<file path="src/rtl/line_write_buffer_if.sv">
// Handshake bundle between the cache controller, the write-back buffer and memory.
// The slave modport is the buffer's view; master is the environment's view.
interface line_write_buffer_if #(
    parameter int ADDR_W = 32,
    parameter int LINE_W = 128
);
    logic              cache_req_valid_i;
    logic              cache_req_rw_i;
    logic [ADDR_W-1:0] cache_req_addr_i;
    logic [LINE_W-1:0] cache_req_data_i;
    logic              cache_ready_o;
    logic [LINE_W-1:0] cache_data_o;
    logic              mem_req_valid_o;
    logic              mem_req_rw_o;
    logic [ADDR_W-1:0] mem_req_addr_o;
    logic [LINE_W-1:0] mem_req_data_o;
    logic              mem_ready_i;
    logic [LINE_W-1:0] mem_data_i;

    modport slave (
        input  cache_req_valid_i, cache_req_rw_i, cache_req_addr_i, cache_req_data_i,
        input  mem_ready_i, mem_data_i,
        output cache_ready_o, cache_data_o,
        output mem_req_valid_o, mem_req_rw_o, mem_req_addr_o, mem_req_data_o
    );

    modport master (
        output cache_req_valid_i, cache_req_rw_i, cache_req_addr_i, cache_req_data_i,
        output mem_ready_i, mem_data_i,
        input  cache_ready_o, cache_data_o,
        input  mem_req_valid_o, mem_req_rw_o, mem_req_addr_o, mem_req_data_o
    );
endinterface

</file>
<file path="src/rtl/line_write_buffer.sv">
// Posted write-back line buffer: absorbs evictions, coalesces same-line writes, drains in background.
// Define WB_FORWARD_EN to let reads hit queued lines and bypass queued writes on a miss.
module line_write_buffer #(
    parameter int DEPTH  = 4,
    parameter int ADDR_W = 32,
    parameter int LINE_W = 128
) (
    input  logic               clk,
    input  logic               rst,
    line_write_buffer_if.slave bus
);
    localparam int PTR_W = $clog2(DEPTH);
    localparam int LA_W  = ADDR_W - 4;
`ifdef WB_FORWARD_EN
    localparam bit FWD = 1'b1;
`else
    localparam bit FWD = 1'b0;
`endif

    typedef enum logic [1:0] {M_IDLE, M_RD, M_WR} mstate_t;

    logic [LA_W-1:0]   r_ent_addr [DEPTH];
    logic [LINE_W-1:0] r_ent_data [DEPTH];
    logic [PTR_W-1:0]  r_head, r_tail;
    logic [PTR_W:0]    r_count;
    mstate_t           r_mstate, w_mstate_next;
    logic              r_rd_pend;
    logic [ADDR_W-1:0] r_rd_addr;
    logic              r_cache_ready;
    logic [LINE_W-1:0] r_cache_data;
    logic              r_mem_valid, r_mem_rw;
    logic [ADDR_W-1:0] r_mem_addr;
    logic [LINE_W-1:0] r_mem_data;

    logic              w_sample, w_pop, w_start_rd, w_start_wr, w_head_busy;
    logic              w_not_full, w_wr_ok, w_append, w_coal, w_coal_hit;
    logic              w_rd_hit, w_rd_miss, w_rd_done;
    logic [PTR_W-1:0]  w_coal_idx;
    logic [LINE_W-1:0] w_fwd_data;
    logic [LA_W-1:0]   w_req_la;
    logic [PTR_W-1:0]  w_off [DEPTH];
    logic [DEPTH-1:0]  w_match;

    assign w_req_la    = bus.cache_req_addr_i[ADDR_W-1:4];
    assign w_sample    = bus.cache_req_valid_i && !r_rd_pend && !r_cache_ready;
    assign w_pop       = (r_mstate == M_WR) && bus.mem_ready_i;
    assign w_rd_done   = (r_mstate == M_RD) && bus.mem_ready_i;
    assign w_not_full  = r_count < (PTR_W+1)'(DEPTH);
    assign w_head_busy = (r_mstate == M_WR) || w_start_wr;

    generate
        for (genvar gi = 0; gi < DEPTH; gi++) begin : g_ent
            assign w_off[gi]   = PTR_W'(gi) - r_head;
            assign w_match[gi] = ({1'b0, w_off[gi]} < r_count) && (r_ent_addr[gi] == w_req_la);
        end
    endgenerate

    // The in-flight head is already latched into the memory request, so it must not be modified.
    always_comb begin
        w_coal_hit = 1'b0;
        w_coal_idx = '0;
        for (int k = 0; k < DEPTH; k++) begin
            if (w_match[k] && !((PTR_W'(k) == r_head) && w_head_busy)) begin
                w_coal_hit = 1'b1;
                w_coal_idx = PTR_W'(k);
            end
        end
    end

`ifdef WB_FORWARD_EN
    logic             w_fwd_hit;
    logic [PTR_W-1:0] w_fwd_idx;
    // Walk from oldest to youngest so the last match wins.
    always_comb begin
        w_fwd_hit  = 1'b0;
        w_fwd_data = '0;
        w_fwd_idx  = '0;
        for (int k = 0; k < DEPTH; k++) begin
            w_fwd_idx = r_head + PTR_W'(k);
            if (w_match[w_fwd_idx]) begin
                w_fwd_hit  = 1'b1;
                w_fwd_data = r_ent_data[w_fwd_idx];
            end
        end
    end
    assign w_rd_hit = w_sample && !bus.cache_req_rw_i && w_fwd_hit;
`else
    assign w_fwd_data = '0;
    assign w_rd_hit   = 1'b0;
`endif

    assign w_wr_ok   = w_sample && bus.cache_req_rw_i && w_not_full;
    assign w_append  = w_wr_ok && !w_coal_hit;
    assign w_coal    = w_wr_ok && w_coal_hit;
    assign w_rd_miss = w_sample && !bus.cache_req_rw_i && !w_rd_hit;

    always_comb begin
        w_mstate_next = r_mstate;
        w_start_rd    = 1'b0;
        w_start_wr    = 1'b0;
        case (r_mstate)
            M_IDLE: begin
                if (r_rd_pend && (FWD || (r_count == '0))) begin
                    w_mstate_next = M_RD;
                    w_start_rd    = 1'b1;
                end else if (r_count != '0) begin
                    w_mstate_next = M_WR;
                    w_start_wr    = 1'b1;
                end
            end
            M_RD:    if (bus.mem_ready_i) w_mstate_next = M_IDLE;
            M_WR:    if (bus.mem_ready_i) w_mstate_next = M_IDLE;
            default: w_mstate_next = M_IDLE;
        endcase
    end

    always_ff @(posedge clk or posedge rst) begin
        if (rst) r_mstate <= M_IDLE;
        else     r_mstate <= w_mstate_next;
    end

    // Line storage carries no reset; r_count alone defines which entries are live.
    always_ff @(posedge clk) begin
        if (w_append) begin
            r_ent_addr[r_tail] <= w_req_la;
            r_ent_data[r_tail] <= bus.cache_req_data_i;
        end else if (w_coal) begin
            r_ent_data[w_coal_idx] <= bus.cache_req_data_i;
        end
    end

    always_ff @(posedge clk or posedge rst) begin
        if (rst) begin
            r_head        <= '0;
            r_tail        <= '0;
            r_count       <= '0;
            r_rd_pend     <= 1'b0;
            r_rd_addr     <= '0;
            r_cache_ready <= 1'b0;
            r_cache_data  <= '0;
            r_mem_valid   <= 1'b0;
            r_mem_rw      <= 1'b0;
            r_mem_addr    <= '0;
            r_mem_data    <= '0;
        end else begin
            if (w_append) r_tail <= r_tail + 1'b1;
            if (w_pop)    r_head <= r_head + 1'b1;
            case ({w_append, w_pop})
                2'b10:   r_count <= r_count + 1'b1;
                2'b01:   r_count <= r_count - 1'b1;
                default: r_count <= r_count;
            endcase

            if (w_rd_miss) begin
                r_rd_pend <= 1'b1;
                r_rd_addr <= bus.cache_req_addr_i;
            end else if (w_rd_done) begin
                r_rd_pend <= 1'b0;
            end

            r_cache_ready <= w_wr_ok || w_rd_hit || w_rd_done;
            if (w_rd_hit)       r_cache_data <= w_fwd_data;
            else if (w_rd_done) r_cache_data <= bus.mem_data_i;

            if (w_start_wr || w_start_rd) begin
                r_mem_valid <= 1'b1;
                r_mem_rw    <= w_start_wr;
                r_mem_addr  <= w_start_wr ? {r_ent_addr[r_head], 4'b0000} : r_rd_addr;
                r_mem_data  <= r_ent_data[r_head];
            end else if (bus.mem_ready_i && (r_mstate != M_IDLE)) begin
                r_mem_valid <= 1'b0;
            end
        end
    end

    assign bus.cache_ready_o   = r_cache_ready;
    assign bus.cache_data_o    = r_cache_data;
    assign bus.mem_req_valid_o = r_mem_valid;
    assign bus.mem_req_rw_o    = r_mem_rw;
    assign bus.mem_req_addr_o  = r_mem_addr;
    assign bus.mem_req_data_o  = r_mem_data;
endmodule

</file>
<file path="src/flat_wrapper.sv">
// flat-port wrapper written by rule: the top's interface ports become plain ports
module line_write_buffer_flat 
#(
    parameter int DEPTH  = 4,
    parameter int ADDR_W = 32,
    parameter int LINE_W = 128
)
  (clk, rst, bus_cache_req_valid_i, bus_cache_req_rw_i, bus_cache_req_addr_i, bus_cache_req_data_i, bus_mem_ready_i, bus_mem_data_i, bus_cache_ready_o, bus_cache_data_o, bus_mem_req_valid_o, bus_mem_req_rw_o, bus_mem_req_addr_o, bus_mem_req_data_o);
  line_write_buffer_if #(.ADDR_W(ADDR_W), .LINE_W(LINE_W)) bus_i ();
  input  logic clk;
  input  logic rst;
  input wire logic [$bits(bus_i.cache_req_valid_i)-1:0] bus_cache_req_valid_i;
  input wire logic [$bits(bus_i.cache_req_rw_i)-1:0] bus_cache_req_rw_i;
  input wire logic [$bits(bus_i.cache_req_addr_i)-1:0] bus_cache_req_addr_i;
  input wire logic [$bits(bus_i.cache_req_data_i)-1:0] bus_cache_req_data_i;
  input wire logic [$bits(bus_i.mem_ready_i)-1:0] bus_mem_ready_i;
  input wire logic [$bits(bus_i.mem_data_i)-1:0] bus_mem_data_i;
  output wire logic [$bits(bus_i.cache_ready_o)-1:0] bus_cache_ready_o;
  output wire logic [$bits(bus_i.cache_data_o)-1:0] bus_cache_data_o;
  output wire logic [$bits(bus_i.mem_req_valid_o)-1:0] bus_mem_req_valid_o;
  output wire logic [$bits(bus_i.mem_req_rw_o)-1:0] bus_mem_req_rw_o;
  output wire logic [$bits(bus_i.mem_req_addr_o)-1:0] bus_mem_req_addr_o;
  output wire logic [$bits(bus_i.mem_req_data_o)-1:0] bus_mem_req_data_o;
  assign bus_i.cache_req_valid_i = bus_cache_req_valid_i;
  assign bus_i.cache_req_rw_i = bus_cache_req_rw_i;
  assign bus_i.cache_req_addr_i = bus_cache_req_addr_i;
  assign bus_i.cache_req_data_i = bus_cache_req_data_i;
  assign bus_i.mem_ready_i = bus_mem_ready_i;
  assign bus_i.mem_data_i = bus_mem_data_i;
  assign bus_cache_ready_o = bus_i.cache_ready_o;
  assign bus_cache_data_o = bus_i.cache_data_o;
  assign bus_mem_req_valid_o = bus_i.mem_req_valid_o;
  assign bus_mem_req_rw_o = bus_i.mem_req_rw_o;
  assign bus_mem_req_addr_o = bus_i.mem_req_addr_o;
  assign bus_mem_req_data_o = bus_i.mem_req_data_o;
  line_write_buffer #(.DEPTH(DEPTH), .ADDR_W(ADDR_W), .LINE_W(LINE_W)) u_core (.clk(clk), .rst(rst), .bus(bus_i));
endmodule
</file>
<file path="config.mk">
export PLATFORM = sky130hd
export DESIGN_NAME = line_write_buffer_flat
export DESIGN_NICKNAME = d
export VERILOG_FILES = /design/src/rtl/line_write_buffer_if.sv /design/src/rtl/line_write_buffer.sv /design/src/flat_wrapper.sv
export SDC_FILE = /design/constraint.sdc
export NUM_CORES = 1
export LEC_CHECK = 0
export ABC_AREA = 1
export CAP_MARGIN = 20
export CORE_ASPECT_RATIO = 0.8
export CORE_MARGIN = 2
export CORE_UTILIZATION = 56
export CTS_BUF_LIST = sky130_fd_sc_hd__clkbuf_2
export DETAILED_ROUTE_END_ITERATION = 8
export PLACE_DENSITY = 0.86
export SLEW_MARGIN = 20
export SYNTH_ARGS = -nofsm -noshare
export SYNTH_HDL_FRONTEND = slang
export SYNTH_SLANG_ARGS = --single-unit
</file>
<file path="constraint.sdc">
create_clock -name clk -period 13.9 [get_ports clk]
set_clock_uncertainty 0.1 [all_clocks]
set_input_delay 2.085 -clock clk [delete_from_list [all_inputs] [get_ports clk]]
set_output_delay 2.085 -clock clk [all_outputs]
set_load 0.05 [all_outputs]
</file>
==> metrics <==
outcome finished, final reports clean; # nets final 4460; DR pass1 iterations 6; Die Width 296.7 µm; pin count of the biggest net entering global routing 162; grt ovf 0; Final ANT Viol Nets 0; WP data required 14.82 ns; H-tree Lvls 4; fin crit share 38.99%; Worst Hold Depth 2; critical-path cell list inv_6, buf_4, nand2_2, nand3_1, nand2_1, nor2_1, nand3_1, nor2_1, nand2_2, nand3_1, nand4_1, nand2_1, nand2_1, inv_6, buf_4; fillers 4680; mux contribution to synthesized area 0.05867%; r2r setup slk 8.48 ns; area of the multi-input gates 9866 µm²; mapped cell area 38380 µm²; Die Ht 238.2 µm; Synth Area in XOR/XNOR 1.206%; layout cells sized above 1 10.22%; Buf/Inv on CP 4; FF-to-FF End u_core.r_ent_data[0][80]$_DFFE_PP_; Residual DRC 0; placed cell count 4848; worst-path maximum fanout 96; Port Buffers 583; register area share after synthesis 70.53%; Slew @ Worst Pin 1.125 ns; Main synth FF type edfxtp_1; worst-skew pair later-pin latency 1.52 ns; Tightest Hold Check Type reg -> reg; crit path launch u_core.r_head[0]$_DFFE_PP0P_; Die ar. 70670 µm²; clock root buffer clkbuf_2; Final Hold Vio Count 0; CTS resizes 0; gpl congestion 0.9517; reg2reg path depth 15; TritonCTS buffer count 213; yosys synthesis warning count 0; core area 67530 µm²; fin area 46820 µm²; CTS Hold Bufs 0; flip-flop and latch area 27080 µm²; CP max-delay cell buf_4; via count 28340; final setup fails 0; number of synthesized flops with an enable pin 624; hold endpoint u_core.bus.mem_req_addr_o[21]$_DFFE_PP0P_; Synth cell types 35; initial antenna violation count 26; reg2reg start u_core.r_head[0]$_DFFE_PP0P_; largest family of logic cells by synthesized area simple AND/OR/NAND/NOR gates; global-route wire length before repair 154.5 mm; final WL 101.8 mm; final core area utilization 69.33%; dpl hpwl 61.89 mm; WS Path Type reg -> reg; CP endpoint kind flip-flop; post-synthesis adder-cell area fraction 0.5737%; CTS tree done; Post-Syn Instances 3511; clk sinks 957; hold_sp u_core.r_rd_addr[21]$_DFFE_PP0P_; initial DRC count 2734; Slew Limit Fails 0; Clk pin slew, worst setup/hold paths 0.11 ns; io pins 584; post-synthesis compound-gate area fraction 7.559%; crit path time final 5.419 ns; post-route setup TNS 0 ns; fmax 0.1845 GHz; Critical Path Max Stage Delay 0.89 ns; GRT Resource Usage Total 28.46%; row cnt 85; Lkg Pwr 0.01886 µW; Avg WL per Cell 19.30 µm; headroom to the max-slew limit 25.02%; Via density 5.375; FFs w/ async S/R, synth 34.80%; RSZ-0062 raised after global routing false; Synth Area per Inst 10.93 µm²; vias in the first global route 28040; Max Cap Violations 0; critical path arrival 6.34 ns; Final Instance Count excl. Fillers 5273; Max VDD drop 0.2262 mV; Crit path max-delay family buffers and inverters; placed cell area 44760 µm²; Starting Density 56.84%; power per cell area 225.4 nW/µm²; Worst setup SP type flip-flop; Setup Buffers After CTS 0; Synth Area in Simple Gates 16.22%; post-synthesis register bit count 957; synth-to-layout area growth 21.98%; syn_nets 3821; Max Buffers Root-to-Sink 3
[report_power, final]
part	leakage (µW)	internal, µW	switching [µW]
clock	0.00152	633	1130
combinational	0.00770	1460	3350
sequential	0.00964	3590	390
total	0.0189	5680	4870
[state kept, by name (all words and copies together) (netlist names)]
name,flops
u_core.r_rd_addr,32
u_core.r_head,2
u_core.r_tail,2
u_core.bus.mem_req_addr_o,32
u_core.r_ent_addr,112
u_core.bus.mem_req_data_o,128
u_core.bus.mem_req_valid_o,1
u_core.r_count,3
u_core.r_ent_data,512
u_core.bus.cache_ready_o,1
u_core.r_rd_pend,1
u_core.bus.cache_data_o,128
u_core.bus.mem_req_rw_o,1
u_core.r_mstate,2
[cell usage after synthesis, types with 4 or more instances]
| master | number | area, µm² |
|---|---|---|
| nand2_2 | 7 | 43.79 |
| dfrtp_1 | 333 | 8333 |
| buf_6 | 12 | 135.1 |
| o21ai_0 | 348 | 1742 |
| nor2_4 | 4 | 45.04 |
| edfxtp_1 | 624 | 18740 |
| xor2_1 | 23 | 201.4 |
| clkbuf_1 | 102 | 382.9 |
| buf_2 | 50 | 250.2 |
| buf_1 | 13 | 48.80 |
| a21oi_1 | 59 | 295.3 |
| nand2_4 | 5 | 56.30 |
| buf_4 | 10 | 75.07 |
| nor2_2 | 7 | 43.79 |
| inv_1 | 126 | 473.0 |
| xnor2_1 | 28 | 245.2 |
| inv_2 | 26 | 97.59 |
| a31oi_1 | 128 | 800.8 |
| nand3_1 | 70 | 350.3 |
| nand4_1 | 4 | 25.02 |
| nor2_1 | 725 | 2721 |
| nand2_1 | 770 | 2890 |
| ha_1 | 16 | 200.2 |
[how the worst max path moves through the flow]
stage                                             endpoint  cells after the start
finish                  u_core.r_ent_data[0][80]$_DFFE_PP_                     15
global route            u_core.r_ent_data[2][61]$_DFFE_PP_                     15
CTS                     u_core.r_ent_data[0][80]$_DFFE_PP_                     15
detailed placement      u_core.r_ent_data[0][44]$_DFFE_PP_                     15
global placement        u_core.r_ent_data[0][45]$_DFFE_PP_                     16
floorplan           u_core.bus.cache_data_o[0]$_DFFE_PP0P_                      1
[kinds of logic (layout without fill, tap and decap cells)]
| logic type | Yosys count | in the layout |
|---|---|---|
| xor gates and xnor gates | 52 | 52 |
| other | 0 | 25 |
| adders and majority gates | 17 | 17 |
| DFF | 957 | 957 |
| and+or+nand+nor | 1598 | 1598 |
| AOI/OAI and AO/OA | 542 | 542 |
| muxes | 2 | 2 |
| buffers and inverters | 343 | 1167 |
[routing by layer]
metal | wire length (µm) | vias up | track usage [%] | part of all wire (%)
li1 | - | 13180 | - | -
met1 | 37290 | 13510 | 33.55 | 37
met2 | 50200 | 1390 | 47.00 | 49
met3 | 9920 | 247 | 8.814 | 9.7
met4 | 4260 | 16 | 15.52 | 4.2
met5 | 102 | - | 0 | 0.10
[worst min-delay path, stage by stage, from the launching register on]
cell,delay [ns]
dfrtp_1,0.35
nand2_1,0.06
nand3_1,0.07
[cell type report]
| cell class | count | area share (%) |
|---|---|---|
| Timing Repair Buffer | 611 | 12.91 |
| Clock buffer | 315 | 3.367 |
| Tap cell | 913 | 2.440 |
| Antenna cell | 25 | 0.1336 |
| Sequential cell | 957 | 57.84 |
| Multi-Input combinational cell | 2211 | 21.07 |
| Inverter | 156 | 1.331 |
| Clock inverter | 85 | 0.9086 |
[metrics by stage]
| step | power [µW] | setup WS, ns | hold WS (ns) |
|---|---|---|---|
| floorplan | 7210 | 2.490 | 0.3534 |
| global placement | 8675 | 7.870 | 0.3604 |
| detailed placement | 8826 | 7.769 | 0.3639 |
| CTS | 10590 | 8.521 | 0.3654 |
| global route | 11120 | 8.120 | 0.3949 |
| finish | 10550 | 8.481 | 0.3830 |
[placed cells by master (no fill, tap or decap), drive strengths merged]
cell             n
nand2          782
nor2           736
edfxtp         624
clkdlybuf4s50  583
o21ai          348
dfrtp          333
clkbuf         315
inv            163
a31oi          128
clkinv          76
nand3           73
a21oi           61
xnor2           29
buf             28
diode           25
xor2            23
ha              16
nand4            4
and2             2
mux2             2
a221oi           2
a221o            2
clkinvlp         2
nand3b           1
a22o             1
fa               1
No activity file was read; power rests on OpenSTA's default activity.
